### src/rtl/clk_div_bank_pkg.sv
// Shared constants for the programmable clock-divider bank: board clock,
// default half-periods, output phase type and a frequency-to-half-period helper.
package genius_clk_pkg;

   localparam int unsigned CLK_HZ = 50_000_000;

   localparam int unsigned DEF_HALF_CH0 = 24_999_999;
   localparam int unsigned DEF_HALF_CH1 = 49_999_999;
   localparam int unsigned DEF_HALF_CH2 = 99_999_999;
   localparam int unsigned DEF_HALF_CH3 = 199_999_999;

   typedef enum logic {
      PH_LOW  = 1'b0,
      PH_HIGH = 1'b1
   } phase_t;

   // Terminal count giving a square wave of f_hz from CLK_HZ
   function automatic int unsigned hz_to_half(input int unsigned f_hz);
      return CLK_HZ / (2 * f_hz) - 1;
   endfunction

endpackage

### src/rtl/clk_div_bank_if.sv
// Control/status bundle for clk_div_bank; the divider is the slave side.
// With CLK_DIV_DUTY_EN defined, duty_hi carries the high-phase terminal counts.
interface clk_div_bank_if #(
   parameter int unsigned N_CH  = 4,
   parameter int unsigned CNT_W = 28
);
   localparam int unsigned WR_W = (N_CH > 1) ? $clog2(N_CH) : 1;

   logic [N_CH-1:0]       ch_en;
   logic                  restart;
   logic                  wr_en;
   logic [WR_W-1:0]       wr_ch;
   logic [CNT_W-1:0]      wr_half;
`ifdef CLK_DIV_DUTY_EN
   logic [N_CH*CNT_W-1:0] duty_hi;
`endif
   logic [N_CH-1:0]       clk_out;
   logic [N_CH-1:0]       tick;
   logic [N_CH-1:0]       pending;

   modport master (
      output ch_en, restart, wr_en, wr_ch, wr_half,
`ifdef CLK_DIV_DUTY_EN
             duty_hi,
`endif
      input  clk_out, tick, pending
   );

   modport slave (
      input  ch_en, restart, wr_en, wr_ch, wr_half,
`ifdef CLK_DIV_DUTY_EN
             duty_hi,
`endif
      output clk_out, tick, pending
   );

endinterface

### src/rtl/clk_div_bank_chan.sv
// One programmable divider channel: counter, active/shadow half-period,
// pending flag, square-wave output and rising-edge tick. CLK_DIV_DUTY_EN adds a high-phase count.
module clk_div_chan
   import genius_clk_pkg::*;
#(
   parameter int unsigned      CNT_W = 28,
   parameter logic [CNT_W-1:0] DEF   = '0
) (
   input  logic             clk,
   input  logic             rst,
   input  logic             en,
   input  logic             restart,
   input  logic             wr_hit,
   input  logic [CNT_W-1:0] wr_half,
`ifdef CLK_DIV_DUTY_EN
   input  logic [CNT_W-1:0] duty_hi,
`endif
   output logic             clk_out,
   output logic             tick,
   output logic             pending
);

   phase_t           phase;
   logic [CNT_W-1:0] cnt;
   logic [CNT_W-1:0] active;
   logic [CNT_W-1:0] shadow;
   logic [CNT_W-1:0] term;
   logic             wrap;

`ifdef CLK_DIV_DUTY_EN
   logic [CNT_W-1:0] active_hi;
   assign term = (phase == PH_HIGH) ? active_hi : active;
`else
   assign term = active;
`endif

   // '>=' lets a counter already past a freshly lowered terminal wrap at once
   assign wrap    = (cnt >= term);
   assign clk_out = (phase == PH_HIGH);

   always_ff @(posedge clk or posedge rst) begin
      if (rst) begin
         cnt       <= '0;
         phase     <= PH_LOW;
         tick      <= 1'b0;
         pending   <= 1'b0;
         active    <= DEF;
         shadow    <= DEF;
`ifdef CLK_DIV_DUTY_EN
         active_hi <= DEF;
`endif
      end else begin
         tick <= 1'b0;
         if (restart) begin
            cnt     <= '0;
            phase   <= PH_LOW;
            pending <= 1'b0;
            active  <= wr_hit ? wr_half : shadow;
            if (wr_hit)
               shadow <= wr_half;
`ifdef CLK_DIV_DUTY_EN
            active_hi <= duty_hi;
`endif
         end else begin
            if (wr_hit) begin
               shadow  <= wr_half;
               pending <= 1'b1;
            end
            if (en) begin
               if (wrap) begin
                  cnt    <= '0;
                  phase  <= (phase == PH_LOW) ? PH_HIGH : PH_LOW;
                  tick   <= (phase == PH_LOW);
                  // a write landing on the wrap cycle stays pending for the next wrap
                  active <= shadow;
                  if (!wr_hit)
                     pending <= 1'b0;
`ifdef CLK_DIV_DUTY_EN
                  active_hi <= duty_hi;
`endif
               end else begin
                  cnt <= cnt + CNT_W'(1);
               end
            end
         end
      end
   end

endmodule

### src/rtl/clk_div_bank.sv
// Bank of N_CH independent programmable clock dividers: write decode and restart fan-out.
// Optional feature macro: CLK_DIV_DUTY_EN (per-channel high-phase terminal count).
module clk_div_bank
   import genius_clk_pkg::*;
#(
   parameter int unsigned              N_CH     = 4,
   parameter int unsigned              CNT_W    = 28,
   parameter logic [N_CH*CNT_W-1:0]    DEF_HALF = {28'(DEF_HALF_CH3), 28'(DEF_HALF_CH2),
                                                   28'(DEF_HALF_CH1), 28'(DEF_HALF_CH0)}
) (
   input  logic          clk_50MHz,
   input  logic          reset,
   clk_div_bank_if.slave bus
);

   localparam int unsigned WR_W = (N_CH > 1) ? $clog2(N_CH) : 1;

   logic [N_CH-1:0] wr_hit;

   for (genvar i = 0; i < N_CH; i++) begin : g_ch
      // out-of-range channel numbers match no slice and are dropped
      assign wr_hit[i] = bus.wr_en && (bus.wr_ch == WR_W'(i));

      clk_div_chan #(
         .CNT_W (CNT_W),
         .DEF   (DEF_HALF[i*CNT_W +: CNT_W])
      ) u_chan (
         .clk     (clk_50MHz),
         .rst     (reset),
         .en      (bus.ch_en[i]),
         .restart (bus.restart),
         .wr_hit  (wr_hit[i]),
         .wr_half (bus.wr_half),
`ifdef CLK_DIV_DUTY_EN
         .duty_hi (bus.duty_hi[i*CNT_W +: CNT_W]),
`endif
         .clk_out (bus.clk_out[i]),
         .tick    (bus.tick[i]),
         .pending (bus.pending[i])
      );
   end

endmodule

### src/flat_wrapper.sv
// flat-port wrapper written by rule: the top's interface ports become plain ports
module clk_div_bank_flat import genius_clk_pkg::*;
#(
   parameter int unsigned              N_CH     = 4,
   parameter int unsigned              CNT_W    = 28,
   parameter logic [N_CH*CNT_W-1:0]    DEF_HALF = {28'(DEF_HALF_CH3), 28'(DEF_HALF_CH2),
                                                   28'(DEF_HALF_CH1), 28'(DEF_HALF_CH0)}
)
  (clk_50MHz, reset, bus_ch_en, bus_restart, bus_wr_en, bus_wr_ch, bus_wr_half, bus_clk_out, bus_tick, bus_pending);
  clk_div_bank_if #(.N_CH(N_CH), .CNT_W(CNT_W)) bus_i ();
  input  logic clk_50MHz;
  input  logic reset;
  input wire logic [$bits(bus_i.ch_en)-1:0] bus_ch_en;
  input wire logic [$bits(bus_i.restart)-1:0] bus_restart;
  input wire logic [$bits(bus_i.wr_en)-1:0] bus_wr_en;
  input wire logic [$bits(bus_i.wr_ch)-1:0] bus_wr_ch;
  input wire logic [$bits(bus_i.wr_half)-1:0] bus_wr_half;
  output wire logic [$bits(bus_i.clk_out)-1:0] bus_clk_out;
  output wire logic [$bits(bus_i.tick)-1:0] bus_tick;
  output wire logic [$bits(bus_i.pending)-1:0] bus_pending;
  assign bus_i.ch_en = bus_ch_en;
  assign bus_i.restart = bus_restart;
  assign bus_i.wr_en = bus_wr_en;
  assign bus_i.wr_ch = bus_wr_ch;
  assign bus_i.wr_half = bus_wr_half;
  assign bus_clk_out = bus_i.clk_out;
  assign bus_tick = bus_i.tick;
  assign bus_pending = bus_i.pending;
  clk_div_bank #(.N_CH(N_CH), .CNT_W(CNT_W), .DEF_HALF(DEF_HALF)) u_core (.clk_50MHz(clk_50MHz), .reset(reset), .bus(bus_i));
endmodule
### config.mk
export PLATFORM = sky130hd
export DESIGN_NAME = clk_div_bank_flat
export DESIGN_NICKNAME = d
export VERILOG_FILES = /design/src/rtl/clk_div_bank_pkg.sv /design/src/rtl/clk_div_bank_if.sv /design/src/rtl/clk_div_bank_chan.sv /design/src/rtl/clk_div_bank.sv /design/src/flat_wrapper.sv
export SDC_FILE = /design/constraint.sdc
export NUM_CORES = 1
export LEC_CHECK = 0
export CAP_MARGIN = 10
export CORE_AREA = 2 2 229 231
export DETAILED_ROUTE_END_ITERATION = 8
export DIE_AREA = 0 0 231 233
export GPL_TIMING_DRIVEN = 0
export PLACE_DENSITY = 0.53
export SYNTH_ARGS = -nofsm -noshare
export SYNTH_HDL_FRONTEND = slang
export SYNTH_SLANG_ARGS = --single-unit
### constraint.sdc
create_clock -name clk_50MHz -period 23.4 [get_ports clk_50MHz]
set_input_delay 4.68 -clock clk_50MHz [delete_from_list [all_inputs] [get_ports clk_50MHz]]
set_output_delay 4.68 -clock clk_50MHz [all_outputs]
set_load 0.01 [all_outputs]
==> results.json <==
{
  "worst-setup-path-type": "input pin to flop",
  "synth_mux_area_frac": 0.06613,
  "end_kind": "flop",
  "cts_resized": 0,
  "yosys_warnings": 0,
  "cts-root-buf": "clkbuf_16",
  "p_clk_frac": 0.414,
  "clock_path_buffers": 3,
  "required_ns": 23.80,
  "regArea_um2": 8894,
  "synth_compound_area_frac": 0.1823,
  "clk_latency_ns": 0.57,
  "synth_nets": 2272,
  "fin_area_um2": 23260,
  "routed_via_density": 5.888,
  "io_pins": 50,
  "multi_input_area_um2": 10250,
  "die_w_um": 231,
  "ys_types": 75,
  "p_leak_nw": 9.680,
  "ys_async_sr_fraction": 1.000,
  "synth.most_common_cell": "dfrtp_1",
  "h-tree-depth": 2,
  "crit_path_frequent_cell": "clkbuf_1",
  "tritoncts": "done",
  "drt-pass1-iter-count": 6,
  "synth_area_leader_cell": "dfrtp_1",
  "grt_pass1_wl_mm": 102.2,
  "slew_viol_final": 0,
  "path_cells": "clkbuf_1 -> clkbuf_1 -> clkbuf_1 -> buf_2 -> clkbuf_1 -> nor2_1",
  "first_iter_violations": 1479,
  "seqPwrFrac": 0.442,
  "rrSetupSlack_ns": 19.72,
  "synthSimpleGateAreaFrac": 0.1709,
  "tightest_slew_ns": 1.309,
  "vias": 17250,
  "clkTransAtPathRegs_ns": 0.05,
  "hold_end": "u_core.g_ch[3].u_chan.tick$_DFF_PP0_",
  "yosysTopAreaCellShare": 0.2460,
  "grt_max_degree": 122,
  "holdPathStages": 1,
  "timing.final.crit_share": 0.3371,
  "overflow": 0,
  "ys_seq_area_frac": 0.4372,
  "cts_sinks": 348,
  "cp-start-kind": "input pin",
  "timing.fmax_mhz": 126.8,
  "switching_power_w": 0.0004570,
  "comb_power_share": 0.144,
  "row_count": 83,
  "syn_to_final_growth_pct": 14.34,
  "fill_cells": 4947,
  "coreArea_um2": 51090,
  "finalCriticalPeriod_ns": 7.887,
  "fin_nets": 2368,
  "max_stage_delay_ns": 0.91,
  "wirelength_mm": 65.73,
  "reg2regPathDepth": 9,
  "cp_max_fo": 10,
  "drtAntennaViolNets": 0,
  "synth_edf_count": 0,
  "grt_use_total": 0.2460,
  "setup_tns_ns": 0,
  "postCtsSetupBuffers": 0,
  "cts_hold_buffers": 0,
  "cp.arrival_ns": 8.29,
  "drc": 0,
  "synth_ff_type": "dfrtp_1",
  "cts_buffers": 43,
  "slowest_stage": "clkbuf_1",
  "cap_violations": 0,
  "post-dp-hpwl_mm": 46.77,
  "synth_area_leaders": "dfrtp_1, dfstp_2, ha_1, mux2_2, nand2_1",
  "drive_gt1_frac": 0.1717,
  "slew_headroom": 0.1271,
  "p_int_w": 0.001238,
  "synth_seq_cells": 348,
  "synthXorXnorAreaFrac": 0.01335,
  "fp.dieH_um": 233,
  "netlist_area_um2": 20340,
  "synth_top_family_by_area": "compound AO/OA/AOI/OAI gates",
  "synth_common_cells": "dfrtp_1, nand2_1, dfstp_2",
  "min_from": "u_core.g_ch[3].u_chan.clk_out$_DFFE_PP0P_",
  "ir_drop_v": 0.00004873,
  "wl_per_cell_um": 22.43,
  "io_buffers": 47,
  "swShare": 0.2696,
  "min_path_type": "flop to flop",
  "syn_area_per_cell_um2": 9.604,
  "grt_pass1_vias": 17150,
  "r2r-start": "u_core.g_ch[3].u_chan.active[17]$_DFFE_PP1P_",
  "synthAdderAreaFrac": 0.07135,
  "regToRegEndpoint": "u_core.g_ch[3].u_chan.cnt[6]$_DFFE_PP0P_",
  "finalWeightedCongestion": 0.8890,
  "setup_viol": 0,
  "syn_inst": 2118,
  "p_per_area_nw_per_um2": 72.89,
  "p_total_w": 0.001695,
  "dieArea_um2": 53820,
  "clock_skew_ns": 0.01381,
  "rsz0062_at_grt": "no",
  "outcome": "complete, no violations",
  "place_area_um2": 21770,
  "hold_viol_final": 0,
  "antenna_found_initial": 4,
  "initial_utilization": 0.3981
}
[power groups by stage]
stage / Sequential [W] / Clock, W / Combinational, W
2_1_floorplan: 0.000745 / 0 / 0.000169
3_3_place_gp: 0.000756 / 0 / 0.000233
3_5_place_dp: 0.000758 / 0 / 0.000243
4_1_cts: 0.000749 / 0.000716 / 0.000245
5_1_grt: 0.000759 / 0.000742 / 0.000274
6_report: 0.000750 / 0.000702 / 0.000243
[kinds of logic after synthesis]
| logic type | count (synthesis) |
|---|---|
| buffers and inverters | 297 |
| DFF | 348 |
| and+or+nand+nor | 695 |
| adders and majority gates | 116 |
| AOI/OAI and AO/OA | 511 |
| xor gates and xnor gates | 31 |
| muxes | 120 |
[area by class of cell]
class	count	area share
Antenna cell	2	0.0002152
Tap cell	680	0.03658
Multi-Input combinational cell	1473	0.4408
Clock buffer	69	0.05837
Buffer	162	0.02959
Clock inverter	10	0.005487
Inverter	135	0.02211
Timing Repair Buffer	51	0.02442
Sequential cell	348	0.3824
[sequential cells by signal (all words and copies together) (netlist names)]
| register | flops |
|---|---|
| u_core.g_ch.u_chan.active | 112 |
| u_core.g_ch.u_chan.cnt | 112 |
| u_core.g_ch.u_chan.shadow | 112 |
| u_core.g_ch.u_chan.clk_out | 4 |
| u_core.g_ch.u_chan.pending | 4 |
| u_core.g_ch.u_chan.tick | 4 |
[layout by cell type (no fill, tap or decap), types with 21 or more instances in the layout]
cell type,netlist,routed
nand3_1,121,121
o21ai_0,56,56
nor4_1,28,28
o211ai_1,89,89
nand2_1,184,184
a31oi_1,69,69
mux2_2,115,115
o311ai_0,27,27
ha_1,116,116
dfstp_2,148,148
nor3_1,63,63
nor2_1,121,121
nand4_1,50,50
clkbuf_16,0,46
clkbuf_1,126,137
a211o_1,21,21
or3_1,22,22
a2bb2oi_1,28,28
clkdlybuf4s50_1,0,47
inv_1,133,132
a21oi_1,68,68
o2111ai_1,31,31
dfrtp_1,200,200
[worst max-delay path, delay by kind of cell]
kind / cells / cell delay, ns
simple gates: 1 / 0.13
buf+inv: 5 / 3.45
[per-stage QoR]
stage	worst slack (ns)	std cells	utilization	hold slack (ns)
floorplan	9.315	2118	-	0.4446
global placement	4.297	2845	0.4240	0.4807
detailed placement	14.94	2849	0.4260	0.4740
CTS	15.54	2928	0.4551	0.4811
global route	15.46	2928	0.4551	0.5028
finish	15.51	2930	0.4552	0.4767
[per-layer routing]
layer  GRT usage  vias up  wire [um]
li1            -     8082          -
met1      0.3382     8567      29650
met2      0.3931      493      30300
met3     0.03995      111       3662
met4     0.08367        0       2113
met5           0        -          0
[worst max path at each step]
stage	startpoint	to	slack, ns	depth (start not counted)
after floorplan	reset	u_core.g_ch[0].u_chan.active[10]$_DFFE_PP0P_	9.31	1
after global placement	reset	u_core.g_ch[3].u_chan.cnt[9]$_DFFE_PP0P_	4.30	2
after detailed placement	bus_restart	u_core.g_ch[2].u_chan.cnt[1]$_DFFE_PP0P_	14.94	6
after CTS	bus_restart	u_core.g_ch[2].u_chan.cnt[1]$_DFFE_PP0P_	15.54	6
after global routing	bus_restart	u_core.g_ch[2].u_chan.cnt[9]$_DFFE_PP0P_	15.46	6
final	bus_restart	u_core.g_ch[2].u_chan.cnt[1]$_DFFE_PP0P_	15.51	6
Note: power is estimated with default switching activity, not from simulation.
